File: src/rtl/alu_uart_pkg.sv
`default_nettype none
// ============================================================================
// Module   : alu_uart_pkg
// Purpose  : Shared widths, ALU opcodes and controller state encoding.
// Revision : 1.0 - initial release
// ============================================================================
package alu_uart_pkg;

    localparam int c_DBIT = 8;
    localparam int c_OP_W = 6;

    // Function codes understood by the ALU
    localparam logic [5:0] c_OP_ADD = 6'h20;
    localparam logic [5:0] c_OP_SUB = 6'h22;
    localparam logic [5:0] c_OP_AND = 6'h24;
    localparam logic [5:0] c_OP_OR  = 6'h25;

    typedef enum logic [2:0] {
        GET_A  = 3'd0,
        GET_B  = 3'd1,
        GET_OP = 3'd2,
        EXEC   = 3'd3,
        SEND   = 3'd4
    } state_t;

endpackage
`default_nettype wire

File: src/rtl/alu_uart_ctrl_frame_timer.sv
`default_nettype none
// ============================================================================
// Module   : frame_timer
// Purpose  : Inter-byte timeout counter; expired flags count == TIMEOUT-1.
// Revision : 1.0 - initial release
// ============================================================================
module frame_timer #(
    parameter int TIMEOUT = 50_000_000
) (
    input  logic clk,
    input  logic reset,
    input  logic clr,
    input  logic en,
    output logic expired
);

    localparam int c_CW = (TIMEOUT > 1) ? $clog2(TIMEOUT) : 1;
    localparam logic [c_CW-1:0] c_LAST = c_CW'((TIMEOUT > 0) ? TIMEOUT - 1 : 0);

    logic [c_CW-1:0] r_cnt;

    always_ff @(posedge clk or posedge reset) begin
        if (reset) begin
            r_cnt <= '0;
        end else if (clr) begin
            r_cnt <= '0;
        end else if (en) begin
            r_cnt <= r_cnt + c_CW'(1);
        end
    end

    // A zero TIMEOUT parameter disables expiry altogether
    assign expired = (TIMEOUT > 0) && (r_cnt == c_LAST);

endmodule
`default_nettype wire

File: src/rtl/alu_uart_ctrl.sv
`default_nettype none
// ============================================================================
// Module   : alu_uart_ctrl
// Purpose  : Pops A/B/opcode from the RX flag buffer, runs the ALU, pushes result.
// Revision : 1.0 - initial release
// ============================================================================
module alu_uart_ctrl
    import alu_uart_pkg::*;
#(
    parameter int DBIT    = c_DBIT,
    parameter int OP_W    = c_OP_W,
    parameter int TIMEOUT = 50_000_000
) (
    input  logic            clk,
    input  logic            reset,
    input  logic            rx_empty,
    input  logic [DBIT-1:0] rx_data,
    output logic            rd_uart,
    input  logic            tx_full,
    output logic [DBIT-1:0] tx_data,
    output logic            wr_uart,
    output logic [DBIT-1:0] alu_a,
    output logic [DBIT-1:0] alu_b,
    output logic [OP_W-1:0] alu_op,
    input  logic [DBIT-1:0] alu_result,
    output logic            busy,
    output logic            frame_err
);

    state_t          r_state;
    state_t          w_next;
    logic            w_tmo_zone;
    logic            w_expired;
    logic [DBIT-1:0] r_a;
    logic [DBIT-1:0] r_b;
    logic [OP_W-1:0] r_op;
    logic [DBIT-1:0] r_res;

    assign w_tmo_zone = (r_state == GET_B) || (r_state == GET_OP);

    frame_timer #(
        .TIMEOUT (TIMEOUT)
    ) u_timer (
        .clk     (clk),
        .reset   (reset),
        .clr     (rd_uart || frame_err),
        .en      (w_tmo_zone && rx_empty),
        .expired (w_expired)
    );

    always_ff @(posedge clk or posedge reset) begin
        if (reset) begin
            r_state <= GET_A;
        end else begin
            r_state <= w_next;
        end
    end

    always_comb begin
        w_next    = r_state;
        rd_uart   = 1'b0;
        wr_uart   = 1'b0;
        frame_err = 1'b0;
        case (r_state)
            GET_A: begin
                rd_uart = !rx_empty;
                if (!rx_empty) w_next = GET_B;
            end
            GET_B, GET_OP: begin
                rd_uart = !rx_empty;
                // An arriving byte wins over a simultaneous expiry
                if (!rx_empty) begin
                    w_next = (r_state == GET_B) ? GET_OP : EXEC;
                end else if (w_expired) begin
                    frame_err = 1'b1;
                    w_next    = GET_A;
                end
            end
            EXEC: begin
                w_next = SEND;
            end
            SEND: begin
                wr_uart = !tx_full;
                if (!tx_full) w_next = GET_A;
            end
            default: begin
                w_next = GET_A;
            end
        endcase
    end

    always_ff @(posedge clk or posedge reset) begin
        if (reset) begin
            r_a   <= '0;
            r_b   <= '0;
            r_op  <= '0;
            r_res <= '0;
        end else begin
            if (rd_uart) begin
                case (r_state)
                    GET_A:   r_a  <= rx_data;
                    GET_B:   r_b  <= rx_data;
                    GET_OP:  r_op <= rx_data[OP_W-1:0];
                    default: ;
                endcase
            end
            if (r_state == EXEC) begin
                r_res <= alu_result;
            end
        end
    end

    assign alu_a   = r_a;
    assign alu_b   = r_b;
    assign alu_op  = r_op;
    assign tx_data = r_res;
    assign busy    = (r_state != GET_A);

endmodule
`default_nettype wire

File: config.mk
export PLATFORM = sky130hd
export DESIGN_NAME = alu_uart_ctrl
export DESIGN_NICKNAME = d
export VERILOG_FILES = /design/src/rtl/alu_uart_pkg.sv /design/src/rtl/alu_uart_ctrl_frame_timer.sv /design/src/rtl/alu_uart_ctrl.sv
export SDC_FILE = /design/constraint.sdc
export NUM_CORES = 1
export LEC_CHECK = 0
export BUFFER_PORTS_ARGS = -buffer_cell sky130_fd_sc_hd__buf_2
export CAP_MARGIN = 20
export CORE_MARGIN = 4
export CORE_UTILIZATION = 55
export DETAILED_ROUTE_END_ITERATION = 12
export GPL_ROUTABILITY_DRIVEN = 0
export PLACE_DENSITY = 0.78
export SETUP_SLACK_MARGIN = 0.4
export SLEW_MARGIN = 30
export SYNTH_ARGS = -nofsm -noshare
export SYNTH_HDL_FRONTEND = slang
export SYNTH_HIERARCHICAL = 1
export SYNTH_SLANG_ARGS = --single-unit
File: constraint.sdc
create_clock -name clk -period 6.3 [get_ports clk]
set_clock_uncertainty 0.2 [all_clocks]
set_input_delay 0.315 -clock clk [delete_from_list [all_inputs] [get_ports clk]]
set_output_delay 0.315 -clock clk [all_outputs]
set_load 0.02 [all_outputs]
### Yosys cells after proc, flatten, opt, wreduce, memory -nomap -nowiden

Cells that the tools add are included.

| word-level totals | value |
|---|---|
| register bits | 59 |
| RAM bits | 0 |
| latch bits | 0 |
| memories kept | 0 |
| memory bits (read-only) | 0 |
| word-level logic and storage cells | 42 |

| cells by class | value |
|---|---|
| add/subtract/negate cells | 1 |
| reduce and logical (&&, ||, !) cells | 14 |
| mux-type cells | 13 |
| divide/modulo/power cells | 0 |
| bitwise operators | 0 |
| $lt $le $gt $ge | 0 |
| equality and inequality tests | 8 |
| shifts and indexed selects | 0 |
| multipliers | 0 |

Operators with widths:

| cell | number |
|---|---|
| 26-bit two-way mux | 2 |
| 26-bit by 1-bit adder with 26-bit output (second input constant) | 1 |
| 26-bit == test (second input constant) | 1 |
| 3-bit two-way mux | 4 |
| 3-bit one-hot mux with 4 select lines | 1 |
| 3-bit by 2-bit == test with 1-bit output (second input constant) | 2 |
| 1-bit two-way mux | 6 |
| 2-bit AND reduction | 3 |
| 2-bit != test (second input constant) | 2 |
| 3-bit by 1-bit == test with 1-bit output (second input constant) | 1 |
| 3-bit == test (second input constant) | 1 |
| 3-bit logical NOT | 1 |
| 3-bit by 2-bit != test with 1-bit output (second input constant) | 1 |
| 3-bit AND reduction | 1 |
| 3-bit nonzero test | 1 |
| 3-bit OR reduction | 1 |
| 1-bit logical NOT | 2 |
| 1-bit logical OR | 2 |
| 2-bit nonzero test | 1 |
| 2-bit OR reduction | 1 |
| 1-bit logical AND | 1 |

### Depth between registers and ports, before layout

| logic depth | value |
|---|---|
| depth in word-level cells | 6 |
| depth in mapped cells | 13 |

### Hierarchy

Netlist, hierarchy kept.

By module, submodules not included:

| module | seq. area each (um2) | area an instance (um2) | instances | cells an instance |
|---|---|---|---|---|
| frame_timer | 650.6 | 1453.9 | 1 | 149 |
| alu_uart_ctrl | 825.8 | 1400.1 | 1 | 93 |

### Worst setup path after synthesis

No wires, ideal clock.

| timing | value |
|---|---|
| path kind | reg2reg |
| start point | register u_timer.r_cnt[3] |
| end point | register u_timer.r_cnt[24] |
| setup slack | 3.178 ns |
| arrival | 2.798 ns |
| period minus slack after synthesis | 3.122 ns |
| buffers on the path | 3 |
| cell stages (with the launch flop) | 13 |
| library setup time | 0.125 ns |
| cells stage by stage | dfrtp_1 and4_1 buf_6 nand3_4 buf_6 nor4_1 o21ai_0 a21oi_1 o2111a_1 nand3_2 buf_2 nor4_1 mux2_2 |

| on the way | value |
|---|---|
| cells in the longest elaborated chain, start to end | 6 |

RTL lines:

| what | RTL line | text |
|---|---|---|
| from (decl) | alu_uart_ctrl_frame_timer.sv:20 | `logic [c_CW-1:0] r_cnt;` |
| from (signal assigned) | alu_uart_ctrl_frame_timer.sv:28 | `r_cnt <= r_cnt + c_CW'(1);` |
| 26-bit == test (*) | alu_uart_ctrl_frame_timer.sv:33 | `assign expired = (TIMEOUT > 0) && (r_cnt == c_LAST);` |
| net w_expired | alu_uart_ctrl.sv:33 | `logic w_expired;` |
| 1-bit two-way mux (*) | alu_uart_ctrl.sv:74 | `end else if (w_expired) begin` |
| 1-bit two-way mux (*) | alu_uart_ctrl.sv:72 | `if (!rx_empty) begin` |
| 1-bit two-way mux (*) | alu_uart_ctrl.sv:64 | `case (r_state)` |
| 1-bit logical OR (*) | alu_uart_ctrl.sv:46 | `.clr (rd_uart \|\| frame_err),` |
| 26-bit two-way mux or 2-bit nonzero test (tied branches) | - |  |

The timed path passes the listed nets; every way through them passes the cells marked *. The select of a mux whose other input is x is not followed.
A chain may end at the register's enable or synchronous reset.

### Final worst setup path

Ends and elaborated chain as after synthesis.

==> summary.md <==
| Metric | Value |
|---|---|
| Crit-path max cell delay | `0.50 ns` |
| Mapped cell area | `0.002854 mm2` |
| Post-DP HPWL | `3786 um` |
| Diodes inserted | `0` |
| Die Span X | `80.04 um` |
| Yosys cell types | `37` |
| Ys async rst share | `between 90% and 100%` |
| Final Cell Area | `approximately 0.0033 mm2` |
| Total power | `1383 uW` |
| WHS | `0.01205 ns` |
| Ports | `54` |
| Global route overflow | `0` |
| Post-DRT Antenna Nets | `0` |
| Die ar. | `approximately 0.0064 mm2` |
| CTS H-tree depth | `3` |
| WL final | `5737 um` |
| Post-synth EDFFs | `0` |
| Vias in the first global route | `2040` |
| Top FF cell, synth | `dfrtp_1` |
| Slew @ Worst Pin | `0.6299 ns` |
| Startpoint Class | `register` |
| Worst-path clk slew | `0.07 ns` |
| Worst-path maximum fanout | `29` |
| Pwr dens | `414.8 mW/mm2` |
| Max VDD drop | `0.2912 mV` |
| Layout cell share with drive strength beyond 1 | `between 30 and 40%` |
| Max cap viols | `0` |
| Final Critical Period | `~4.0 ns` |
| Static Leakage | `0.001471 uW` |
| CP Capture Type | `register` |
| Mean Syn Cell Area | `11.79 um2` |
| Warnings from Yosys | `6` |
| Layout area overhead | `16.83%` |
| Most numerous cell on the critical path | `nor4_1` |
| Std-Cell Rows | `25` |
| Clk pwr share | `a little over a fifth` |
| Root cell of the clock tree | `clkbuf_8` |
| Fill cells | `366` |
| WP data arrival | `between 3 and 4 ns` |
| Total clock sinks | `59` |
| RSZ-0062 raised after global routing | `no` |
| Antenna violations before repair | `0` |
| Comb power frac | `37.5%` |
| Largest delay share family, worst path | `simple AND/OR/NAND/NOR gates` |
| CP Cell Sequence | `and4_1 > nand3_4 > nor4_1 > o21ai_0 > a21oi_2 > buf_4 > o2111a_1 > nand3_2 > nor4_1 > mux2_2` |
| Synth Register Bits | `a little under 60` |
| Avg WL per Cell | `15.46 um` |
| Vias | `slightly above 2000` |
| CORE AREA | `0.004880 mm2` |
| Layout Cells excl Fill | `~370` |
| Largest net degree at the start of global routing | `34` |
| Syn nets | `263` |
| Yosys top cell area share | `51.73%` |
| Setup_tns | `0 ns` |
| Reg power frac | `41.6%` |
| Iteration-0 DRC Markers | `202` |
| Gr usage total | `between 20% and 30%` |
| Maximum buffer depth of the clock tree | `2` |
| WP data required | `around 6.3 ns` |
| Post-CTS resize count | `0` |
| Port bufs | `53` |
| Die Y | `approximately 80 um` |
| DR vias/cell | `5.558` |
| Final setup violation count | `0` |
| Clk Latency, worst-skew pair | `0.34 ns` |
| First-pass GRT wire length | `9853 um` |
| Hold_buf cts | `5` |
| Worst relative slew slack | `57.69%` |
| Setup Buffers After CTS | `0` |
| Sequential-to-total area share from yosys stat | `51.73%` |
| Min-Delay Path Class | `in -> reg` |
| Run status | `completed` |
| Fin. max-slew vios | `0` |
| TritonCTS clock tree | `yes` |
| Net Sw Frac | `38.03%` |
| Register area | `0.001476 mm2` |
| Cell Area, Placed | `a little over 0.003 mm2` |
| Crit path buf inv count | `1` |
| Starting Density | `58.49%` |
| Psw | `around 530 uW` |
| Int Power | `857.0 uW` |
| DP Cell Count | `approximately 350` |
| Drt pass-1 iters | `6` |
| Max Clock Freq | `around 250 MHz` |
| CTS Buf Count | `9` |
| Final period utilization | `62.83%` |
| Area taken by multi-input logic gates | `0.001254 mm2` |
| Yosys top cell by area | `dfrtp_1` |
| Cells after Synth | `between 200 and 250` |
| Hold violation total from the final report | `0` |
| Ranking of synthesized cells by area | `dfrtp_1, mux2_2, or4_1, xor2_1, nor2_1` |
| Nets | `320` |
| CP Class | `reg -> reg` |
| Drt drc | `0` |
| CP max-delay cell | `nor4_1` |
final timing paths:
path,startpoint,to,slack [ns],depth (start not counted)
setup / recovery,u_timer/r_cnt[3],u_timer/r_cnt[24],2.34,10
setup reg to reg,u_timer/r_cnt[3],u_timer/r_cnt[24],2.34,10
max in group asynchronous,reset,u_timer/r_cnt[1],5.14,3
hold reg to reg,alu_op[4],alu_op[4],0.30,1
hold / removal,rx_data[6],alu_a[6],0.01,2
min in group asynchronous,reset,u_timer/r_cnt[23],0.39,3
cell usage after synthesis (5+ instances only):
| master | n |
|---|---|
| a21oi_1 | 15 |
| buf_6 | 6 |
| clkbuf_1 | 5 |
| dfrtp_1 | 59 |
| mux2_2 | 32 |
| nand2_1 | 8 |
| nand3_1 | 9 |
| nand4_1 | 10 |
| nor2_1 | 22 |
| o31ai_1 | 11 |
| or4_1 | 12 |
| xor2_1 | 10 |
sequential cells by signal (all words and copies together), names as in the netlist:
name	cells
tx_data	8
u_timer/r_cnt	26
alu_a	8
r_state	3
alu_b	8
alu_op	6
per-stage QoR:
| stage | setup slack [ns] | utilization [%] |
|---|---|---|
| finish | 2.341 | 68.33 |
| global route | 1.901 | 68.33 |
| CTS | 2.353 | 68.13 |
| detailed placement | 2.349 | 63.79 |
| global placement | 2.489 | 63.79 |
| floorplan | 3.178 | - |
logic make-up (layout without fill, tap and decap cells):
kind of cell / Yosys count / after routing / share of synthesized area, %
AO/OA/AOI/OAI: 30 / 30 / 6.576
AND/OR/NAND/NOR: 88 / 88 / 20.12
buffers and inverters: 19 / 81 / 4.471
flip-flops: 59 / 59 / 51.73
multiplexers: 33 / 33 / 12.98
XOR/XNOR: 12 / 12 / 3.683
adder cells (fa/ha/maj): 1 / 1 / 0.4383
cell type report:
cell class | instances | share of cell area [%]
multi-input cells | 164 | 37.60
repair buffers | 62 | 10.43
flip-flops and latches | 59 | 44.28
inverters | 3 | 0.3377
clock inverters | 5 | 0.9006
clock buffers | 11 | 3.940
well taps | 67 | 2.514
power by group through the flow:
stage               registers (uW)  logic [uW]  clock network, uW
global placement               573         507                  0
finish                         575         519                289
global route                   593         564                314
CTS                            576         524                294
detailed placement             580         522                  0
floorplan                      682         262                  0
layer usage:
metal	GRT usage (%)	vias up	wire [um]
li1	-	1001	-
met3	6.659	11	380
met5	0	-	0
met4	10.64	0	132
met2	29.80	54	2691
met1	26.56	996	2533
worst reg2reg max path, stage by stage, from the launching register on:
cell and delay [ns]:
dfrtp_1 0.40, and4_1 0.42, nand3_4 0.20, nor4_1 0.51, o21ai_0 0.21, a21oi_2 0.16, buf_4 0.30, o2111a_1 0.30
nand3_2 0.36, nor4_1 0.41, mux2_2 0.37
cell usage in the layout (no fill, tap or decap), types with 2 or more instances in the layout:
| cell type | instances |
|---|---|
| dfrtp_1 | 59 |
| buf_2 | 53 |
| mux2_2 | 32 |
| nor2_1 | 22 |
| a21oi_1 | 14 |
| or4_1 | 12 |
| o31ai_1 | 11 |
| xor2_1 | 10 |
| nand4_1 | 10 |
| nand3_1 | 9 |
| clkbuf_8 | 9 |
| nand2_1 | 8 |
| dlygate4sd3_1 | 6 |
| and2_1 | 3 |
| clkinv_2 | 3 |
| buf_4 | 3 |
| and3_1 | 3 |
| and4_1 | 3 |
| nor4_1 | 3 |
| nor4b_4 | 2 |
| nor3b_1 | 2 |
| xnor2_1 | 2 |
| o21ai_0 | 2 |
| inv_1 | 2 |
| clkbuf_1 | 2 |
| clkinvlp_4 | 2 |
| nor2b_1 | 2 |
Note: power is estimated with default switching activity, not from simulation.
